## src/rtl/cam_mgr.sv

```systemverilog
// -----------------------------------------------------------------------------
// cam_mgr
//
// Command front end for an external, combinational CAM. A command is accepted
// in IDLE, searched (or read) in SEARCH, optionally written in WRITE, and
// answered in RESP. A valid bitmap and an occupancy count track which CAM
// entries hold live keys. New keys always go to the lowest free entry.
//
// Optional feature: define CAM_MGR_STATS_EN to add saturating 16-bit LOOKUP
// hit/miss counters (ports hit_cnt, miss_cnt).
//
// Ports
//   clk, rst         clock; synchronous active-high reset
//   cmd_valid/ready  command handshake
//   cmd_op           00 LOOKUP, 01 INSERT, 10 DELETE, 11 READ
//   cmd_key          key for LOOKUP/INSERT/DELETE
//   cmd_addr         entry index for READ
//   rsp_valid/ready  response handshake
//   rsp_status       00 OK, 01 NOTFOUND, 10 FULL, 11 EXISTS
//   rsp_addr         entry index associated with the response
//   rsp_key          key associated with the response (stored key for READ)
//   cam_*            CAM request outputs (address, write enable, data, valid)
//   cam_rsp_*        CAM response inputs, combinational from the request
//   occupancy        number of valid entries
//   hit_cnt/miss_cnt LOOKUP statistics (CAM_MGR_STATS_EN only)
// -----------------------------------------------------------------------------
module cam_mgr #(
    parameter int  KEY_WIDTH = 32,
    parameter int  KEY_DEPTH = 16,
    localparam int ADDR_W    = $clog2(KEY_DEPTH)
) (
    input  logic                 clk,
    input  logic                 rst,
    input  logic                 cmd_valid,
    output logic                 cmd_ready,
    input  logic [1:0]           cmd_op,
    input  logic [KEY_WIDTH-1:0] cmd_key,
    input  logic [ADDR_W-1:0]    cmd_addr,
    output logic                 rsp_valid,
    input  logic                 rsp_ready,
    output logic [1:0]           rsp_status,
    output logic [ADDR_W-1:0]    rsp_addr,
    output logic [KEY_WIDTH-1:0] rsp_key,
    output logic [ADDR_W-1:0]    cam_addr,
    output logic                 cam_addr_vld,
    output logic                 cam_we,
    output logic [KEY_WIDTH-1:0] cam_data,
    output logic                 cam_data_vld,
    input  logic [ADDR_W-1:0]    cam_rsp_addr,
    input  logic                 cam_rsp_hit,
    input  logic [KEY_WIDTH-1:0] cam_rsp_data,
    output logic [ADDR_W:0]      occupancy
`ifdef CAM_MGR_STATS_EN
    ,
    output logic [15:0]          hit_cnt,
    output logic [15:0]          miss_cnt
`endif
);

    typedef enum logic [1:0] {
        IDLE   = 2'd0,
        SEARCH = 2'd1,
        WRITE  = 2'd2,
        RESP   = 2'd3
    } state_t;

    typedef enum logic [1:0] {
        OP_LOOKUP = 2'b00,
        OP_INSERT = 2'b01,
        OP_DELETE = 2'b10,
        OP_READ   = 2'b11
    } op_t;

    typedef enum logic [1:0] {
        ST_OK       = 2'b00,
        ST_NOTFOUND = 2'b01,
        ST_FULL     = 2'b10,
        ST_EXISTS   = 2'b11
    } status_t;

    localparam logic [ADDR_W:0] DEPTH_OCC = KEY_DEPTH[ADDR_W:0];

    state_t                state;
    state_t                state_next;

    op_t                   op_q;
    logic [KEY_WIDTH-1:0]  key_q;
    logic [ADDR_W-1:0]     addr_q;
    logic                  hit_q;
    logic [ADDR_W-1:0]     hit_addr_q;

    logic [KEY_DEPTH-1:0]  bitmap;
    logic [ADDR_W-1:0]     free_idx;
    logic                  full;
    logic                  read_in_range;

    assign full          = (occupancy == DEPTH_OCC);
    assign read_in_range = ({1'b0, addr_q} < DEPTH_OCC);

    // Lowest clear bitmap bit; scanning downward lets the lowest index win.
    always_comb begin
        free_idx = '0;
        for (int i = KEY_DEPTH - 1; i >= 0; i--) begin
            if (!bitmap[i]) begin
                free_idx = ADDR_W'(i);
            end
        end
    end

    // State register.
    always_ff @(posedge clk) begin
        if (rst) begin
            state <= IDLE;
        end else begin
            state <= state_next;
        end
    end

    // Next-state and CAM request decode. While rst is high every request and
    // handshake output is forced low so a command caught mid-write never
    // reaches the CAM in the reset cycle.
    always_comb begin
        state_next   = state;
        cmd_ready    = 1'b0;
        rsp_valid    = 1'b0;
        cam_addr     = '0;
        cam_addr_vld = 1'b0;
        cam_we       = 1'b0;
        cam_data     = '0;
        cam_data_vld = 1'b0;

        case (state)
            IDLE: begin
                cmd_ready = 1'b1;
                if (cmd_valid) begin
                    state_next = SEARCH;
                end
            end

            SEARCH: begin
                state_next = RESP;
                if (op_q == OP_READ) begin
                    cam_addr     = addr_q;
                    cam_addr_vld = 1'b1;
                end else begin
                    cam_data = key_q;
                    if (op_q == OP_INSERT && !cam_rsp_hit && !full) begin
                        state_next = WRITE;
                    end
                    if (op_q == OP_DELETE && cam_rsp_hit) begin
                        state_next = WRITE;
                    end
                end
            end

            WRITE: begin
                // Only a DELETE reaches WRITE with a registered hit.
                cam_addr_vld = 1'b1;
                cam_we       = 1'b1;
                cam_data     = key_q;
                if (hit_q) begin
                    cam_addr     = hit_addr_q;
                    cam_data_vld = 1'b0;
                end else begin
                    cam_addr     = free_idx;
                    cam_data_vld = 1'b1;
                end
                state_next = RESP;
            end

            RESP: begin
                rsp_valid = 1'b1;
                if (rsp_ready) begin
                    state_next = IDLE;
                end
            end

            default: begin
                state_next = IDLE;
            end
        endcase

        if (rst) begin
            cmd_ready    = 1'b0;
            rsp_valid    = 1'b0;
            cam_addr     = '0;
            cam_addr_vld = 1'b0;
            cam_we       = 1'b0;
            cam_data     = '0;
            cam_data_vld = 1'b0;
        end
    end

    // Command capture, search results, bitmap/occupancy bookkeeping and the
    // response registers. Responses are only written on the way into RESP, so
    // they hold steady for as long as the consumer stalls.
    always_ff @(posedge clk) begin
        if (rst) begin
            op_q       <= OP_LOOKUP;
            key_q      <= '0;
            addr_q     <= '0;
            hit_q      <= 1'b0;
            hit_addr_q <= '0;
            bitmap     <= '0;
            occupancy  <= '0;
            rsp_status <= ST_OK;
            rsp_addr   <= '0;
            rsp_key    <= '0;
        end else begin
            case (state)
                IDLE: begin
                    if (cmd_valid) begin
                        op_q   <= op_t'(cmd_op);
                        key_q  <= cmd_key;
                        addr_q <= cmd_addr;
                    end
                end

                SEARCH: begin
                    hit_q      <= cam_rsp_hit;
                    hit_addr_q <= cam_rsp_addr;
                    rsp_key    <= key_q;
                    rsp_addr   <= '0;
                    case (op_q)
                        OP_READ: begin
                            rsp_key    <= cam_rsp_data;
                            rsp_addr   <= addr_q;
                            rsp_status <= (read_in_range && bitmap[addr_q]) ? ST_OK : ST_NOTFOUND;
                        end
                        OP_LOOKUP: begin
                            if (cam_rsp_hit) begin
                                rsp_status <= ST_OK;
                                rsp_addr   <= cam_rsp_addr;
                            end else begin
                                rsp_status <= ST_NOTFOUND;
                            end
                        end
                        OP_INSERT: begin
                            if (cam_rsp_hit) begin
                                rsp_status <= ST_EXISTS;
                                rsp_addr   <= cam_rsp_addr;
                            end else if (full) begin
                                rsp_status <= ST_FULL;
                            end
                        end
                        OP_DELETE: begin
                            if (!cam_rsp_hit) begin
                                rsp_status <= ST_NOTFOUND;
                            end
                        end
                        default: begin
                        end
                    endcase
                end

                WRITE: begin
                    rsp_status <= ST_OK;
                    if (hit_q) begin
                        // Guarded so occupancy stays equal to the bitmap
                        // popcount even if the CAM reports a stale hit.
                        if (bitmap[hit_addr_q]) begin
                            occupancy <= occupancy - 1'b1;
                        end
                        bitmap[hit_addr_q] <= 1'b0;
                        rsp_addr           <= hit_addr_q;
                    end else begin
                        bitmap[free_idx] <= 1'b1;
                        occupancy        <= occupancy + 1'b1;
                        rsp_addr         <= free_idx;
                    end
                end

                default: begin
                end
            endcase
        end
    end

`ifdef CAM_MGR_STATS_EN
    // LOOKUP outcome counters, updated on the edge that enters RESP.
    always_ff @(posedge clk) begin
        if (rst) begin
            hit_cnt  <= '0;
            miss_cnt <= '0;
        end else if (state == SEARCH && op_q == OP_LOOKUP) begin
            if (cam_rsp_hit) begin
                if (hit_cnt != 16'hFFFF) begin
                    hit_cnt <= hit_cnt + 1'b1;
                end
            end else begin
                if (miss_cnt != 16'hFFFF) begin
                    miss_cnt <= miss_cnt + 1'b1;
                end
            end
        end
    end
`endif

endmodule

```

## config.mk

```make
export PLATFORM = sky130hd
export DESIGN_NAME = cam_mgr
export DESIGN_NICKNAME = d
export VERILOG_FILES = /design/src/rtl/cam_mgr.sv
export SDC_FILE = /design/constraint.sdc
export NUM_CORES = 1
export LEC_CHECK = 0
export ABC_AREA = 1
export BUFFER_PORTS_ARGS = -buffer_cell sky130_fd_sc_hd__buf_2
export CORE_MARGIN = 2
export CORE_UTILIZATION = 48
export DETAILED_ROUTE_END_ITERATION = 8
export GPL_TIMING_DRIVEN = 0
export PLACE_DENSITY = 0.76
export SLEW_MARGIN = 20
export SYNTH_ARGS = -nofsm -noshare
export SYNTH_HDL_FRONTEND = slang
export SYNTH_SLANG_ARGS = --single-unit
```

## constraint.sdc

```tcl
create_clock -name clk -period 2.7 [get_ports clk]
set_input_delay 0.135 -clock clk [delete_from_list [all_inputs] [get_ports clk]]
set_output_delay 0.135 -clock clk [all_outputs]
set_load 0.02 [all_outputs]
```

* Word-level counts from Yosys, hierarchy flattened
Cells that the tools add are included.
** Storage, ports and cells
- Register bits :: 104
- Input bits :: 79
- Output and inout bits :: 84
- Word-level logic and storage cells :: 111
** Cells by class
- Add/subtract/negate cells :: 2
- Order comparisons :: 5
- Eq/ne operators :: 12
- Mux-type cells :: 63
- Bitwise logic cells :: 3
- Reductions and logical operators :: 15
** Operators with widths (number)
- $mux 32 :: 3
- $mux 4 :: 20
- $pmux 32 s2 :: 1
- $pmux 4 s2 :: 3
- $mux 1 :: 18
- $and 16x16->16 :: 1
- $mux 16 :: 1
- $not 16->16 :: 1
- $or 16x16->16 :: 1
- $pmux 2 s4 :: 2
- $lt 4x5->1 const B :: 3
- $mux 2 :: 7
- $mux 5 :: 2
- $bmux 1 s4 :: 2
- $demux 1 s4 :: 2
- $eq 2x2->1 const B :: 4
- $ge 4x1->1 const B :: 2
- $reduce_and 2->1 :: 3
- $add 5x1->5 const B :: 1
- $eq 5x5->1 const B :: 1
- $logic_and 1x1->1 :: 5
- $sub 5x1->5 const B :: 1
- $eq 2x1->1 const B :: 2
- $logic_not 2->1 :: 2
- other kinds (10) :: 12

* Logic depth before layout (Yosys ltp)
- Depth after elaboration :: 22
- Depth in mapped cells :: 19
- Gate-level depth less buffers :: 19

* Worst setup path before layout
Ideal clock, no wire load.
- Path type :: reg-to-output
- From :: register state[0]
- To :: output port cam_data[18]
- Data arrival time :: 1.930 ns
- Data required time :: 2.565 ns
- Setup slack :: 0.635 ns
- Cell stages (with the launch flop) :: 8
- Path buffers :: 1
- Cell sequence :: dfxtp_1 inv_1 ha_1 inv_1 nor2_1 clkinv_1 clkbuf_1 nor3_1
** On the way
- Word-level cells in the longest chain between the ends :: 3
- Elaborated cells between the ends (all ways) :: 4
- Classes of those cells :: eq/ne (2); mux (2)
** Ends and longest elaborated chain
- from (decl) :: line 83 : state_t state;
- from (signal assigned) :: line 115 : state <= state_next;
- $eq 2x2->1 / $eq 2x1->1 (equally long branches) :: line 132 : case (state)
- $pmux 32 s2 (*) :: line 132
- $mux 32 (*) :: line 183 : if (rst) begin
- to (decl) :: line 47 : output logic [KEY_WIDTH-1:0] cam_data,
Every way passes the cells marked *; elsewhere a longest branch is shown, timed or not.

* Worst setup path after layout
- From :: register state[0]
- To :: output port cam_data[19]
The elaborated chain is that of the path after synthesis.

==> results.ini <==
[status]
status = finished clean

[clock_network]
cts.sinks = 104
cts_made_buffers = 9
cts-root-buf = clkbuf_8
clock_latency_ps = 380
htreeDepth = 3
path_clk_slew_ps = 120
cts_tree = built
cts_buffer_depth = 2

[detailed_routing]
drt_iter0_markers = 379
wl_mm = 16.1
first_pass_iters = 5
avgViaCountPerCell = 5.44
routedWlPerCell_um = 15.3
vias = 5740
drc = 0
final_antenna_net_count = 0

[logic_synthesis]
ys_async_sr_fraction = 0
synth_seq_cells = 104
synthCells = 731
synth_ff_type = dfxtp_1
synth_edf_count = 0
yosys_warnings = 0
netlist_area_um2 = 5150
ys_types = 40
seq_area_frac_synth = 0.404
syn_nets = 819
post_synth.cell_area_avg_um2 = 7.04

[sta]
finalSetupViolCount = 0
fin_crit_ps = 2500
maxSlewViolCount = 0
hold_viol = 0
worstMarginPinSlew_ps = 556
relSlewSlack = 0.625
rsz0062_at_grt = false
final.setup.worst_slack_ps = 202
timing.final.crit_share = 0.925
timing.fmax_ghz = 0.400
tns_ps = 0
finalClockSkew_ps = 15.7

[floorplan]
coreArea_um2 = 10400
die_w_um = 108
rows = 37
start_util = 0.496
die_y_um = 108
fp.dieArea_um2 = 11600
ioPinCount = 163

[worst_setup_path]
path_cells = inv_1 -> ha_2 -> inv_1 -> nor2_1 -> bufinv_8 -> clkbuf_2 -> nor3_1 -> buf_2
cp-end-kind = output port
cp.arrival_ps = 2360
criticalPathCategory = flip-flop to output port
critical-path-max-stage-delay_ps = 420
path_delay_family = buffers and inverters
crit_fanout = 10
required_ps = 2570
worst-path-buf-inv = 5
start_kind = flip-flop
reg2reg_from = state[1]
critPathSlowestCell = dfxtp_1
cp_common_cell = inv_1
r2r-end = rsp_key[1]
rr_worst_depth = 7
path_depth = 8
reg2reg_slack_ps = 580
critPathLaunch = state[0]
crit_end = cam_data[19]

[place]
gp_congestion = 0.973
numPortBuffers = 161
place_ws_ps = 355
dp.cells = 1028
place_hpwl_mm = 12.4

[power_and_ir_drop]
power.density_nw_per_um2 = 841
ir_drop_v = 0.000423
leakagePower_nw = 2.82

[final_layout]
synthToLayoutAreaGrowth_pct = 25.3
fin_nets = 999
seqCellArea_um2 = 2080
multiInputGateArea_um2 = 2620
drive_gt1_frac = 0.240
n_fill_cell = 1027
fin_cells = 1055

[grt]
grt_max_degree = 20
grt_overflow = 0
grt_pass1_wl_mm = 25.8
grt_antenna_before_repair = 3
grt_usage = 0.280
grt_pass1_vias = 5264

[flow_run]
max_cap_viol_count = 0

[min_path]
hp-class = primary input to flip-flop

## registers in the layout, summed over array words and instances (netlist names), 4 cells and up
signal      cells
hit_addr_q      4
key_q          32
rsp_addr        4
addr_q          4
rsp_key        32
occupancy       5
bitmap         16
## final cells by class
class	instances	area share
buffer	39	0.0258
inverter	77	0.0475
antenna	3	0.00116
multi-input combinational	510	0.407
clock inverter	6	0.00951
clock buffer	10	0.0213
sequential	104	0.323
timing repair buffer	170	0.139
tap	136	0.0264
## power by group
group / internal, mW / switching, mW
combinational: 0.742 / 1.65
sequential: 1.85 / 0.202
clock: 0.384 / 0.594
## logic make-up after synthesis
logic type / count (synthesis) / share of synthesized area
DFF: 104 / 0.404
xor gates and xnor gates: 3 / 0.00511
and+or+nand+nor: 273 / 0.236
buffers and inverters: 117 / 0.0880
adders and majority gates: 9 / 0.0233
AOI/OAI and AO/OA: 225 / 0.243
## what timing repair did
action,4_1_cts,5_1_grt
cloned,0,0
resized for setup,2,14
hold buffers,9,0
endpoints found under the hold margin,9,0
setup endpoints to repair,14,30
buffers inserted,0,0
## cell usage in the layout (no fill, tap or decap), types with 2 or more instances in the layout
master and n:
nor3_1 18, clkbuf_8 10, dlygate4sd3_1 9, nand2_2 8
ha_2 2, inv_2 5, clkbuf_2 6, inv_1 69
nand2_1 96, nand3_1 21, buf_1 2, diode_2 3
nor2_2 4, nor2_4 2, inv_6 2, nor2_1 107
nand4_1 8, o21ai_0 87, a221oi_1 17, nor3_4 2
ha_1 6, o22ai_1 11, dfxtp_1 104, xor2_1 3
a31oi_1 17, a21oi_1 85, clkinvlp_4 2, nor3_2 2
buf_2 165, clkbuf_1 26
## through the flow
step	util	power [mW]	hold WS (ps)	area, um2
floorplan	-	3.66	290	5150
global placement	0.590	4.37	377	6120
detailed placement	0.590	4.39	388	6120
CTS	0.619	5.36	1.09	6410
global route	0.622	5.79	3.96	6450
finish	0.622	5.42	0.262	6450
## how the worst min path moves through the flow
stage,start,to,slack [ps],depth (start not counted)
CTS,cam_rsp_data[18],rsp_key[18],1,3
global placement,cam_rsp_data[18],rsp_key[18],380,3
floorplan,cam_rsp_data[11],rsp_key[11],290,2
detailed placement,cam_rsp_data[8],rsp_key[8],390,3
finish,cam_rsp_data[18],rsp_key[18],0.3,3
global route,cam_rsp_data[24],rsp_key[24],4,3
## layer usage
metal | global-route usage | vias to the layer above | wire length [um]
li1 | - | 2830 | -
met1 | 0.361 | 2588 | 6710
met3 | 0.0533 | 41 | 1360
met5 | 0 | - | 0
met2 | 0.459 | 281 | 7590
met4 | 0.112 | 0 | 456
## cell usage after synthesis (2+ instances only)
| master | count | area, um2 |
|---|---|---|
| nor3_1 | 18 | 90.1 |
| nand3_1 | 21 | 105 |
| nand2_2 | 8 | 50.1 |
| nand2_1 | 96 | 360 |
| nand4_1 | 8 | 50.1 |
| o21ai_0 | 87 | 435 |
| inv_1 | 69 | 259 |
| nor3_4 | 2 | 32.5 |
| o22ai_1 | 11 | 68.8 |
| nor2_2 | 5 | 31.3 |
| nor2_1 | 107 | 402 |
| ha_1 | 8 | 100 |
| dfxtp_1 | 104 | 2080 |
| nor3_2 | 2 | 20.0 |
| a21oi_1 | 85 | 425 |
| clkinv_1 | 3 | 11.3 |
| clkbuf_1 | 31 | 116 |
| buf_2 | 4 | 20.0 |
| a221oi_1 | 17 | 149 |
| inv_2 | 5 | 18.8 |
| buf_1 | 3 | 11.3 |
| xor2_1 | 3 | 26.3 |
| a31oi_1 | 17 | 106 |
## worst register-to-register path: stages, from the launching register on
cell and delay (ps):
dfxtp_1 340, inv_1 140, ha_2 280, inv_2 130, nor2_1 360, clkbuf_1 490, nand2_1 120, a31oi_1 200
No activity file was read; power rests on OpenSTA's default activity.
